==> config.mk <==
export PLATFORM = sky130hd
export DESIGN_NAME = gear_n8_arb_ctrl
export DESIGN_NICKNAME = d
export VERILOG_FILES = /design/src/rtl/gear_n8_arb_ctrl.sv
export SDC_FILE = /design/constraint.sdc
export NUM_CORES = 1
export LEC_CHECK = 0
export BUFFER_PORTS_ARGS = -buffer_cell sky130_fd_sc_hd__buf_2
export CAP_MARGIN = 30
export CORE_ASPECT_RATIO = 1.4
export CORE_UTILIZATION = 53
export CTS_CLUSTER_DIAMETER = 200
export CTS_CLUSTER_SIZE = 25
export DETAILED_ROUTE_END_ITERATION = 8
export PLACE_DENSITY = 0.9
export SYNTH_ARGS = -nofsm -noshare
export SYNTH_HDL_FRONTEND = slang
export SYNTH_SLANG_ARGS = --single-unit
==> constraint.sdc <==
create_clock -name clk -period 3.05 [get_ports clk]
set_input_delay 0.1525 -clock clk [delete_from_list [all_inputs] [get_ports clk]]
set_output_delay 0.1525 -clock clk [all_outputs]
set_load 0.005 [all_outputs]
==> src/rtl/gear_n8_arb_ctrl.sv <==
// Two-requester round-robin front end for an approximate 8-bit adder.
// Flags approximation errors, optionally substitutes the exact sum, and counts errors.
module gear_n8_arb_ctrl #(
  parameter int SAT_W = 16
) (
  input  logic             clk,
  input  logic             rst,
  input  logic             req0_valid,
  input  logic [7:0]       req0_in1,
  input  logic [7:0]       req0_in2,
  output logic             req0_ready,
  input  logic             req1_valid,
  input  logic [7:0]       req1_in1,
  input  logic [7:0]       req1_in2,
  output logic             req1_ready,
  input  logic             corr_en,
  output logic             out_valid,
  input  logic             out_ready,
  output logic [8:0]       out_res,
  output logic             out_id,
  output logic             out_err,
  output logic             out_corr,
  output logic [SAT_W-1:0] err_cnt
);

  typedef enum logic [1:0] {S_IDLE, S_CALC, S_CORR, S_OUT} state_t;

  state_t           r_state;
  state_t           w_state_next;
  logic [7:0]       r_op1;
  logic [7:0]       r_op2;
  logic             r_cur_id;
  logic             r_last_id;
  logic [8:0]       r_out_res;
  logic             r_out_id;
  logic             r_out_err;
  logic             r_out_corr;
  logic [SAT_W-1:0] r_err_cnt;

  logic             w_grant_any;
  logic             w_grant_id;
  logic [5:0]       w_lo;
  logic [2:0]       w_hi_top;
  logic [8:0]       w_approx;
  logic [8:0]       w_exact;
  logic             w_err;

  // Contested cycles go to whoever did not win last; a lone requester always wins.
  assign w_grant_any = req0_valid | req1_valid;
  assign w_grant_id  = (req0_valid & req1_valid) ? ~r_last_id : req1_valid;

  // Only lo[5:0] and hi[6:4] reach the result, so the sums are trimmed to those bits.
  assign w_lo     = r_op1[5:0] + r_op2[5:0];
  assign w_hi_top = 3'(({1'b0, r_op1[7:2]} + {1'b0, r_op2[7:2]}) >> 4);
  assign w_approx = {w_hi_top, w_lo};
  assign w_exact  = {1'b0, r_op1} + {1'b0, r_op2};
  assign w_err    = (w_approx != w_exact);

  always_ff @(posedge clk) begin
    if (rst) begin
      r_state <= S_IDLE;
    end else begin
      r_state <= w_state_next;
    end
  end

  always_comb begin
    w_state_next = r_state;
    case (r_state)
      S_IDLE: if (w_grant_any) w_state_next = S_CALC;
      S_CALC: w_state_next = (w_err && corr_en) ? S_CORR : S_OUT;
      S_CORR: w_state_next = S_OUT;
      S_OUT:  if (out_ready) w_state_next = S_IDLE;
      default: w_state_next = S_IDLE;
    endcase
  end

  always_comb begin
    req0_ready = 1'b0;
    req1_ready = 1'b0;
    out_valid  = 1'b0;
    if (r_state == S_IDLE && !rst && w_grant_any) begin
      req0_ready = ~w_grant_id;
      req1_ready = w_grant_id;
    end
    if (r_state == S_OUT) out_valid = 1'b1;
  end

  // Result registers only move on CALC/CORR loads, so they hold through OUT and IDLE.
  always_ff @(posedge clk) begin
    if (rst) begin
      r_op1      <= '0;
      r_op2      <= '0;
      r_cur_id   <= 1'b0;
      r_last_id  <= 1'b1;
      r_out_res  <= '0;
      r_out_id   <= 1'b0;
      r_out_err  <= 1'b0;
      r_out_corr <= 1'b0;
      r_err_cnt  <= '0;
    end else begin
      case (r_state)
        S_IDLE: begin
          if (w_grant_any) begin
            r_op1     <= w_grant_id ? req1_in1 : req0_in1;
            r_op2     <= w_grant_id ? req1_in2 : req0_in2;
            r_cur_id  <= w_grant_id;
            r_last_id <= w_grant_id;
          end
        end
        S_CALC: begin
          if (w_err && (r_err_cnt != {SAT_W{1'b1}})) begin
            r_err_cnt <= r_err_cnt + SAT_W'(1);
          end
          if (!(w_err && corr_en)) begin
            r_out_res  <= w_approx;
            r_out_id   <= r_cur_id;
            r_out_err  <= w_err;
            r_out_corr <= 1'b0;
          end
        end
        S_CORR: begin
          r_out_res  <= w_exact;
          r_out_id   <= r_cur_id;
          r_out_err  <= 1'b1;
          r_out_corr <= 1'b1;
        end
        default: ;
      endcase
    end
  end

  assign out_res  = r_out_res;
  assign out_id   = r_out_id;
  assign out_err  = r_out_err;
  assign out_corr = r_out_corr;
  assign err_cnt  = r_err_cnt;

endmodule

# Word level (Yosys, flattened, before mapping)
# Cells that the tools add are included.
dict set report classes {
  addsub 4
  mul 0
  div_mod_pow 0
  order_cmp 0
  eq_ne 8
  shift 0
  muxes 18
  n_bitwise 4
  reduce_logical 11
}
# operator n
set op_table {}
lappend op_table {{one-hot mux 9 bit (2 select lines)} 1}
lappend op_table {{adder 16 x 1 -> 16 bit, second input constant} 1}
lappend op_table {{2-to-1 mux 8 bit} 2}
lappend op_table {{!= test 16 bit, second input constant} 1}
lappend op_table {{adder 8 x 8 -> 9 bit} 1}
lappend op_table {{2-to-1 mux 9 bit} 1}
lappend op_table {{!= test 9 bit} 1}
lappend op_table {{2-to-1 mux 1 bit} 8}
lappend op_table {{one-hot mux 2 bit (4 select lines)} 1}
lappend op_table {{AND reduction 2 bit} 4}
lappend op_table {{adder 6 x 6 -> 7 bit} 1}
lappend op_table {{adder 6 bit} 1}
lappend op_table {{!= test 2 bit, second input constant} 3}
lappend op_table {{one-hot mux 1 bit (2 select lines)} 3}
lappend op_table {{== test 2 bit, second input constant} 2}
lappend op_table {{logical AND 1 bit} 4}
lappend op_table {{2-to-1 mux 2 bit} 2}
lappend op_table {{== test 2 x 1 -> 1 bit, second input constant} 1}
lappend op_table {{logical NOT 2 bit} 1}
lappend op_table {{NOT 1 bit} 2}
lappend op_table {{nonzero test 2 bit} 1}
lappend op_table {{bitwise AND 1 bit} 1}
lappend op_table {{logical NOT 1 bit} 1}
lappend op_table {{OR 1 bit} 1}
dict set report totals {
  regBits 48
  latchBits 0
  ramBits 0
  rom_bits 0
  in_bits 38
  out_inout_bits 31
  wordCells 55
  n_memories 0
}

# Longest topological paths before layout
# Gate-level depths: netlist of the first run.
dict set report logic_depth {
  ltp_word 5
  mapped_depth 10
  mapped_depth_nobuf 8
}

# Worst setup path before layout of the first run
# OpenSTA, ideal clock, no wires.
dict set report synth_path {
  path_type {register -> register}
  start {reg r_op1[0]}
  end {reg r_err_cnt[7], in the netlist err_cnt[7]}
  setup_time_ps 123
  t_arrival_ps 2131
  required_time_ps 2927
  path_slack_ps 795
  stages_incl_launch_ff 10
  n_path_buf 1
  synth_period_minus_slack_ps 2255
  cell_sequence {dfxtp_1 ha_1 inv_1 fa_1 nor2b_1 a22o_2 nand3_4 buf_6 nor4_1 mux2_1}
}
dict set report synth_via {
  elab_chain_len 4
  word_cells_on_any_way 5
  cone_classes {add/sub (2); eq/ne (1); reduce/logical (2)}
}
# item line_no
set synth_rtl {}
lappend synth_rtl {{from (decl)} 30} ;# logic [7:0] r_op1;
lappend synth_rtl {{from (signal assigned)} 105} ;# r_op1 <= w_grant_id ? req1_in1 : req0_in1;
lappend synth_rtl {{adder 8 x 8 -> 9 bit or adder 6 bit (tied branches)} {56, 53}}
lappend synth_rtl {{!= test 9 bit (*)} 57} ;# assign w_err = (w_approx != w_exact);
lappend synth_rtl {{logical AND 1 bit (*)} 112} ;# if (w_err && (r_err_cnt != {SAT_W{1'b1}})) begin
lappend synth_rtl {{AND reduction 2 bit (no line) (*)} --}
lappend synth_rtl {{to (signal assigned)} 113} ;# r_err_cnt <= r_err_cnt + SAT_W'(1);
lappend synth_rtl {{to (decl)} 38} ;# logic [SAT_W-1:0] r_err_cnt;
# Every way passes the cells marked *; elsewhere a longest branch is shown, timed or not.
# A chain may end at the register's enable or synchronous reset.

# Worst setup path in the final report of the first run
dict set report layout_path {
  start {reg r_op2[0]}
  end {reg r_err_cnt[7], in the netlist err_cnt[7]}
}
dict set report layout_via {
  elab_chain_len 4
  word_cells_on_any_way 5
  cone_classes {add/sub (2); eq/ne (1); reduce/logical (2)}
}
# item line_no
set layout_rtl {}
lappend layout_rtl {{from (decl)} 31} ;# logic [7:0] r_op2;
lappend layout_rtl {{from (signal assigned)} 106} ;# r_op2 <= w_grant_id ? req1_in2 : req0_in2;
lappend layout_rtl {{adder 8 x 8 -> 9 bit or adder 6 bit (tied branches)} {56, 53}}
lappend layout_rtl {{!= test 9 bit (*)} 57}
lappend layout_rtl {{logical AND 1 bit (*)} 112}
lappend layout_rtl {{AND reduction 2 bit (no line) (*)} --}
# Marks and branches as above.

==> results of run 1 <==
[path summary, 6_finish.rpt]
path / startpoint / end / slack (ns)
worst max-delay path: r_op2[0] / err_cnt[7] / 0.54
worst min-delay path: req1_in1[7] / r_op1[7] / 0.07
worst max register to register: r_op2[0] / err_cnt[7] / 0.54
worst min register to register: r_op2[7] / r_op2[7] / 0.44
[registers in the layout, summed over array words and instances, names as in the netlist]
| signal | count |
|---|---|
| r_op2 | 8 |
| err_cnt | 16 |
| out_corr | 1 |
| r_state | 2 |
| r_last_id | 1 |
| out_id | 1 |
| out_err | 1 |
| r_op1 | 8 |
| out_res | 9 |
| r_cur_id | 1 |
[per-stage QoR]
step,utilization,cell area [sq um],instances
detailed placement,0.634,3090,426
global route,0.653,3180,434
global placement,0.634,3090,426
floorplan,-,2720,306
finish,0.653,3180,434
CTS,0.653,3180,434
[worst register-to-register path: stages, from the launching register on]
cell	delay [ns]
sky130_fd_sc_hd__dfxtp_1	0.36
sky130_fd_sc_hd__ha_1	0.17
sky130_fd_sc_hd__inv_1	0.05
sky130_fd_sc_hd__fa_1	0.41
sky130_fd_sc_hd__nor2b_1	0.17
sky130_fd_sc_hd__a22o_2	0.23
sky130_fd_sc_hd__nand3_4	0.24
sky130_fd_sc_hd__nor4_1	0.42
sky130_fd_sc_hd__mux2_1	0.35
[layer usage]
metal  wire length, um  global-route usage
met1              2350               0.237
met2              3290               0.461
met3               353              0.0500
met4                99              0.0782
met5                 0                   0
[cells by family (layout without fill, tap and decap cells)]
group | Yosys count | count (layout)
simple gates | 117 | 117
compound gates | 72 | 72
flops | 48 | 48
buf+inv | 27 | 91
mux | 25 | 25
fa+ha+maj | 15 | 15
xor+xnor | 2 | 2
[layout make-up]
class                   count  area (sq um)
repair buffers             72           370
fillers                   433          1700
clock buffers               8          90.1
flip-flops and latches     48           961
multi-input cells         231          1640
inverters                  11          41.3
well taps                  64          80.1
[power groups by stage]
stage | registers (mW) | clock network (mW) | logic (mW)
2_1_floorplan | 0.882 | 0 | 0.718
3_3_place_gp | 0.891 | 0 | 0.935
3_5_place_dp | 0.898 | 0 | 0.967
4_1_cts | 0.885 | 0.398 | 0.978
5_1_grt | 0.907 | 0.420 | 1.09
6_report | 0.886 | 0.391 | 0.972
[cells in the final DEF (no fill, tap or decap), types with 3 or more instances in the layout]
cell / n
sky130_fd_sc_hd__buf_2: 68
sky130_fd_sc_hd__dfxtp_1: 48
sky130_fd_sc_hd__nor2_1: 39
sky130_fd_sc_hd__mux2i_1: 18
sky130_fd_sc_hd__a21oi_1: 17
sky130_fd_sc_hd__nand2_1: 16
sky130_fd_sc_hd__a211oi_1: 16
sky130_fd_sc_hd__ha_1: 14
sky130_fd_sc_hd__inv_1: 11
sky130_fd_sc_hd__nor2b_1: 10
sky130_fd_sc_hd__o21ai_0: 9
sky130_fd_sc_hd__nor3_1: 6
sky130_fd_sc_hd__nand3_1: 6
sky130_fd_sc_hd__mux2_1: 6
sky130_fd_sc_hd__clkbuf_8: 6
sky130_fd_sc_hd__a311oi_1: 5
sky130_fd_sc_hd__o31ai_1: 5
sky130_fd_sc_hd__or4_1: 5
sky130_fd_sc_hd__nor4_1: 4
sky130_fd_sc_hd__nand2b_1: 4
sky130_fd_sc_hd__buf_4: 4
sky130_fd_sc_hd__nand4_1: 3
sky130_fd_sc_hd__and3_1: 3
sky130_fd_sc_hd__a31oi_1: 3
sky130_fd_sc_hd__or3_1: 3
sky130_fd_sc_hd__nand3b_1: 3
==> impl_metrics.toml, run 1 <==
[outcome]
outcome = "finished clean"

[sta]
final_critical_path_setup_slack_ns = 0.544
finalHoldViolCount = 0
worst_slew_margin_rel = 0.585
rsz_0062_raised_after_global_routing = "false"
maxClockFrequency_mhz = 399
worst-slew-pin-transition_ns = 0.623
final-setup-viol-count = 0
period_needed_ns = 2.51
setup_tns_ns = 0
finalMaxSlewViolations = 0
hold_slack_ns = 0.0713
final_period_util = 0.822
clock_skew_ns = 0.00400

[clocking]
cts_repair_resized_insts = 0
numCtsBuffers = 5
clkSinkCount = 48
h_tree_depth = 2
max-clock-path-buffers = 2
hold_buffer_count_at_cts = 0
clk_latency_ns = 0.31
tritoncts = "built"
postCtsSetupRepairBufs = 0
clkTransAtPathRegs_ns = 0.08
cts.root.buffer_cell = "sky130_fd_sc_hd__clkbuf_8"

[setup_path]
cp.arrival_ns = 2.70
r2r_cells = 8
critical_path_required_ns = 3.25
critPathKind = "flip-flop to flip-flop"
critPathCaptureType = "flip-flop"
cp_slowest_cell = "sky130_fd_sc_hd__nor4_1"
worstSetupStartpointType = "flip-flop"
critical-path-max-stage-delay_ns = 0.42
critical_path_buf_inv_count = 1
worst-path-max-fanout = 24
worstPathCellList = "ha_1 -> inv_1 -> fa_1 -> nor2b_1 -> a22o_2 -> nand3_4 -> nor4_1 -> mux2_1"
critical_path_cell_count = 8
cell_family_with_the_largest_share_of_critical_path_delay = "simple AND/OR/NAND/NOR gates"

[grt]
maximum_number_of_pins_on_one_net_before_global_route_repair = 36
via_count_of_the_first_global_routing_pass = 2359
overflow = 0
grt_antenna_before_repair = 0
grt_pass1_wl_mm = 10.1
globalRouteTotalUtil = 0.233

[power]
switching_share = 0.376
max-vdd-ir-drop_v = 0.000493
power_switching_mw = 0.846
cellLeakagePower_nw = 1.40
clock_power_share = 0.174
comb_power_share = 0.432
power_density_over_cell_area_nw_per_um2 = 706
pwr-share-seq = 0.394
post_layout_total_power_mw = 2.25
cell_internal_pwr_mw = 1.40

[hold_path]
worstHoldPathCells = 3
hp-class = "input port to flip-flop"

[logic_synthesis]
ys.warnings.count = 0
synth_compound_area_frac = 0.183
synth_edf_count = 0
yosys_register_bits = 48
synth_cell_types = 56
combinational_family_with_the_most_area_after_synthesis = "simple AND/OR/NAND/NOR gates"
ys_dominant_reg_cell = "sky130_fd_sc_hd__dfxtp_1"
mappedNetlistNets = 359
synth_top_area_frac = 0.353
netlist.top_cell.by_area = "sky130_fd_sc_hd__dfxtp_1"
synth.top_cells.by_area = "sky130_fd_sc_hd__dfxtp_1, sky130_fd_sc_hd__mux2i_1, sky130_fd_sc_hd__ha_1"
total_standard_cell_area_after_synthesis_sq_um = 2720
postSynthAreaPerCell_sq_um = 8.90
adder_cell_area_share_of_the_yosys_netlist = 0.0717
yosysSeqAreaShare = 0.353
synth.most_common_cell = "sky130_fd_sc_hd__dfxtp_1"
ys_async_sr_fraction = 0
multiplexer_share_of_the_synthesized_area = 0.0951
syn_inst = 306
ys_top_cells_by_count = "sky130_fd_sc_hd__dfxtp_1, sky130_fd_sc_hd__nor2_1, sky130_fd_sc_hd__mux2i_1, sky130_fd_sc_hd__a21oi_1"
synth_xor_area_frac = 0.00643
synth_simple_gate_area_frac = 0.245

[detailed_routing]
avgRoutedWirePerCell_um = 14.0
first_iter_violations = 131
drc = 0
detailroute.via_count = 2533
detail_route.first_pass.iterations = 4
final_antenna_net_count = 0
postRouteWirelength_mm = 6.09
post_dr_vias_cell = 5.84

[floorplanning]
die_span_x_um = 62.6
num_io_pins = 69
core.rowCount = 30
floorplan.initialDensity = 0.558
core_area_sq_um = 4880
area_of_the_die_sq_um = 5430
die-height_um = 86.8

[place]
hpwl_mm = 4.59
port_buffers = 68
gpl.final_weighted_congestion = 0.801
place_worst_setup_slack_ns = 0.599

[layout]
finalNetCount = 422
synthToLayoutAreaGrowth_pct = 17.0
post_route_cells_drive_above_1_share = 0.251
antenna-diode-count = 0

[run]
cap_viol_max_count = 0
(Power assumes the default switching activity.)
==> run 2, diff against run 1 <==
clock period = 2.5 ns   (was 3.05 ns; I/O delays follow)
==> run 2 against run 1 <==
  * Via count rose by 0.67%
  * First-iteration DRC count rose by 15%
  * Sequential cell count did not move
  * Hold slack got worse by 0.041 ns
  * Non-clock buffer count rose by 2
  * Register-to-register slack got worse by 0.40 ns
  * Wire length rose by 3.2%
  * Die area did not move
  * Worst setup slack got worse by 0.40 ns
  * Utilization rose by 1.1 points
  * Critical path type unchanged
  * Highest routed layer unchanged
==> impl_metrics.toml, run 2 (synthesis gave the netlist of run 1 again) <==
[clocking]
h_tree_depth = 2
cts.root.buffer_cell = "sky130_fd_sc_hd__clkbuf_8"
clkTransAtPathRegs_ns = 0.09
tritoncts = "built"
clkSinkCount = 48
hold_buffer_count_at_cts = 0
clk_latency_ns = 0.30
postCtsSetupRepairBufs = 0
numCtsBuffers = 5
max-clock-path-buffers = 2

[hold_path]
hp-class = "input port to flip-flop"

[power]
clock_power_share = 0.171
power_density_over_cell_area_nw_per_um2 = 858
post_layout_total_power_mw = 2.78
max-vdd-ir-drop_v = 0.000550
comb_power_share = 0.441
power_switching_mw = 1.05
switching_share = 0.378
cellLeakagePower_nw = 1.42
cell_internal_pwr_mw = 1.73
pwr-share-seq = 0.388

[setup_path]
worstSetupStartpointType = "flip-flop"
critPathKind = "flip-flop to flip-flop"
reg2reg_to = "err_cnt[7]"
critPathCaptureType = "flip-flop"
worst-path-max-fanout = 12
r2r_cells = 8
worstSetupEndpoint = "err_cnt[7]"
critical_path_required_ns = 2.69
regToRegSetupSlack_ns = 0.14
cp.arrival_ns = 2.55
worstSetupStartpoint = "r_op1[0]"
reg2reg_from = "r_op1[0]"

[sta]
finalHoldViolCount = 0
maxClockFrequency_mhz = 424
worst-slew-pin-transition_ns = 0.665
final_period_util = 0.943
final-setup-viol-count = 0
worst_slew_margin_rel = 0.557
period_needed_ns = 2.36
clock_skew_ns = 0.00566
finalMaxSlewViolations = 0
final_critical_path_setup_slack_ns = 0.141
setup_tns_ns = 0

[layout]
antenna-diode-count = 0
layout_common_cells = "sky130_fd_sc_hd__buf_2, sky130_fd_sc_hd__dfxtp_1, sky130_fd_sc_hd__nor2_1"
post_route_cells_drive_above_1_share = 0.263
number_of_flip_flops_in_the_largest_register = 16
finalNetCount = 425
filler_cells = 443
final_core_utilization = 0.664
stdcell_count = 437
synthToLayoutAreaGrowth_pct = 18.9
layout_commonest_cell = "sky130_fd_sc_hd__buf_2"

[place]
post-place-cells = 428
place_worst_setup_slack_ns = 0.0498
hpwl_mm = 4.63
port_buffers = 68
gpl.final_weighted_congestion = 0.814

[floorplanning]
die_span_x_um = 62.6
num_io_pins = 69
floorplan.initialDensity = 0.558
core_area_sq_um = 4880
core.rowCount = 30
die-height_um = 86.8
area_of_the_die_sq_um = 5430

[detailed_routing]
post_dr_vias_cell = 5.84
detail_route.first_pass.iterations = 4
first_iter_violations = 151
drc = 0
final_antenna_net_count = 0
detailroute.via_count = 2550
avgRoutedWirePerCell_um = 14.4
postRouteWirelength_mm = 6.29

[run]
cap_viol_max_count = 0

[grt]
overflow = 0
grt_pass1_wl_mm = 9.92
via_count_of_the_first_global_routing_pass = 2439
grt_antenna_before_repair = 0
globalRouteTotalUtil = 0.227
maximum_number_of_pins_on_one_net_before_global_route_repair = 39

[outcome]
outcome = "finished clean"
-- run 2: cell types whose count changed in the layout (fill, tap and decap cells not counted), sizes merged --
| cell | before | now |
|---|---|---|
| buf | 72 | 74 |
| nand3 | 7 | 8 |
-- run 2: worst min-delay path by stage --
| stage | start | end | slack (ns) | cells past startpoint |
|---|---|---|---|---|
| after floorplan | req1_in1[7] | r_op1[7] | 0.23 | 2 |
| after global placement | req1_in1[7] | r_op1[7] | 0.34 | 3 |
| after detailed placement | req1_in1[7] | r_op1[7] | 0.33 | 3 |
| after CTS | req1_in1[7] | r_op1[7] | 0.02 | 3 |
| after global routing | req1_in1[7] | r_op1[7] | 0.03 | 3 |
| final | req1_in1[7] | r_op1[7] | 0.03 | 3 |
-- run 2: power groups by stage --
stage | Sequential, mW | Combinational [mW] | Clock, mW
3_5_place_dp | 1.10 | 1.21 | 0
2_1_floorplan | 1.08 | 0.876 | 0
4_1_cts | 1.08 | 1.22 | 0.486
6_report | 1.08 | 1.22 | 0.475
5_1_grt | 1.11 | 1.35 | 0.519
3_3_place_gp | 1.09 | 1.16 | 0
-- run 2: critical path, stage by stage, from the launching register on --
cell and delay [ns]:
sky130_fd_sc_hd__dfxtp_1 0.34, sky130_fd_sc_hd__ha_1 0.17, sky130_fd_sc_hd__inv_1 0.05, sky130_fd_sc_hd__fa_1 0.41
sky130_fd_sc_hd__nor2b_1 0.20, sky130_fd_sc_hd__a22o_4 0.19, sky130_fd_sc_hd__nand3_4 0.19, sky130_fd_sc_hd__nor4_2 0.35
sky130_fd_sc_hd__mux2_1 0.34
-- run 2: area by class of cell --
type / count / area [sq um] / area share
timing repair buffer: 74 / 385 / 0.119
multi-input combinational: 232 / 1680 / 0.519
inverter: 11 / 41.3 / 0.0128
tap: 64 / 80.1 / 0.0247
sequential: 48 / 961 / 0.297
clock buffer: 8 / 90.1 / 0.0278
-- run 2: metrics by stage --
stage	hold WS, ns	cell area (sq um)
finish	0.0305	3240
CTS	0.0222	3200
global placement	0.336	3110
floorplan	0.234	2720
global route	0.0261	3240
detailed placement	0.335	3110
-- run 2: what timing repair did --
action | in CTS | in global routing
resized for setup | 0 | 4
endpoints found under the setup margin | 0 | 12
endpoints found under the hold margin | 0 | 0
-- run 2: per-layer routing --
layer	track usage	wire, um
met2	0.451	3390
met1	0.221	2500
met5	0	0
met3	0.0500	289
met4	0.0951	107
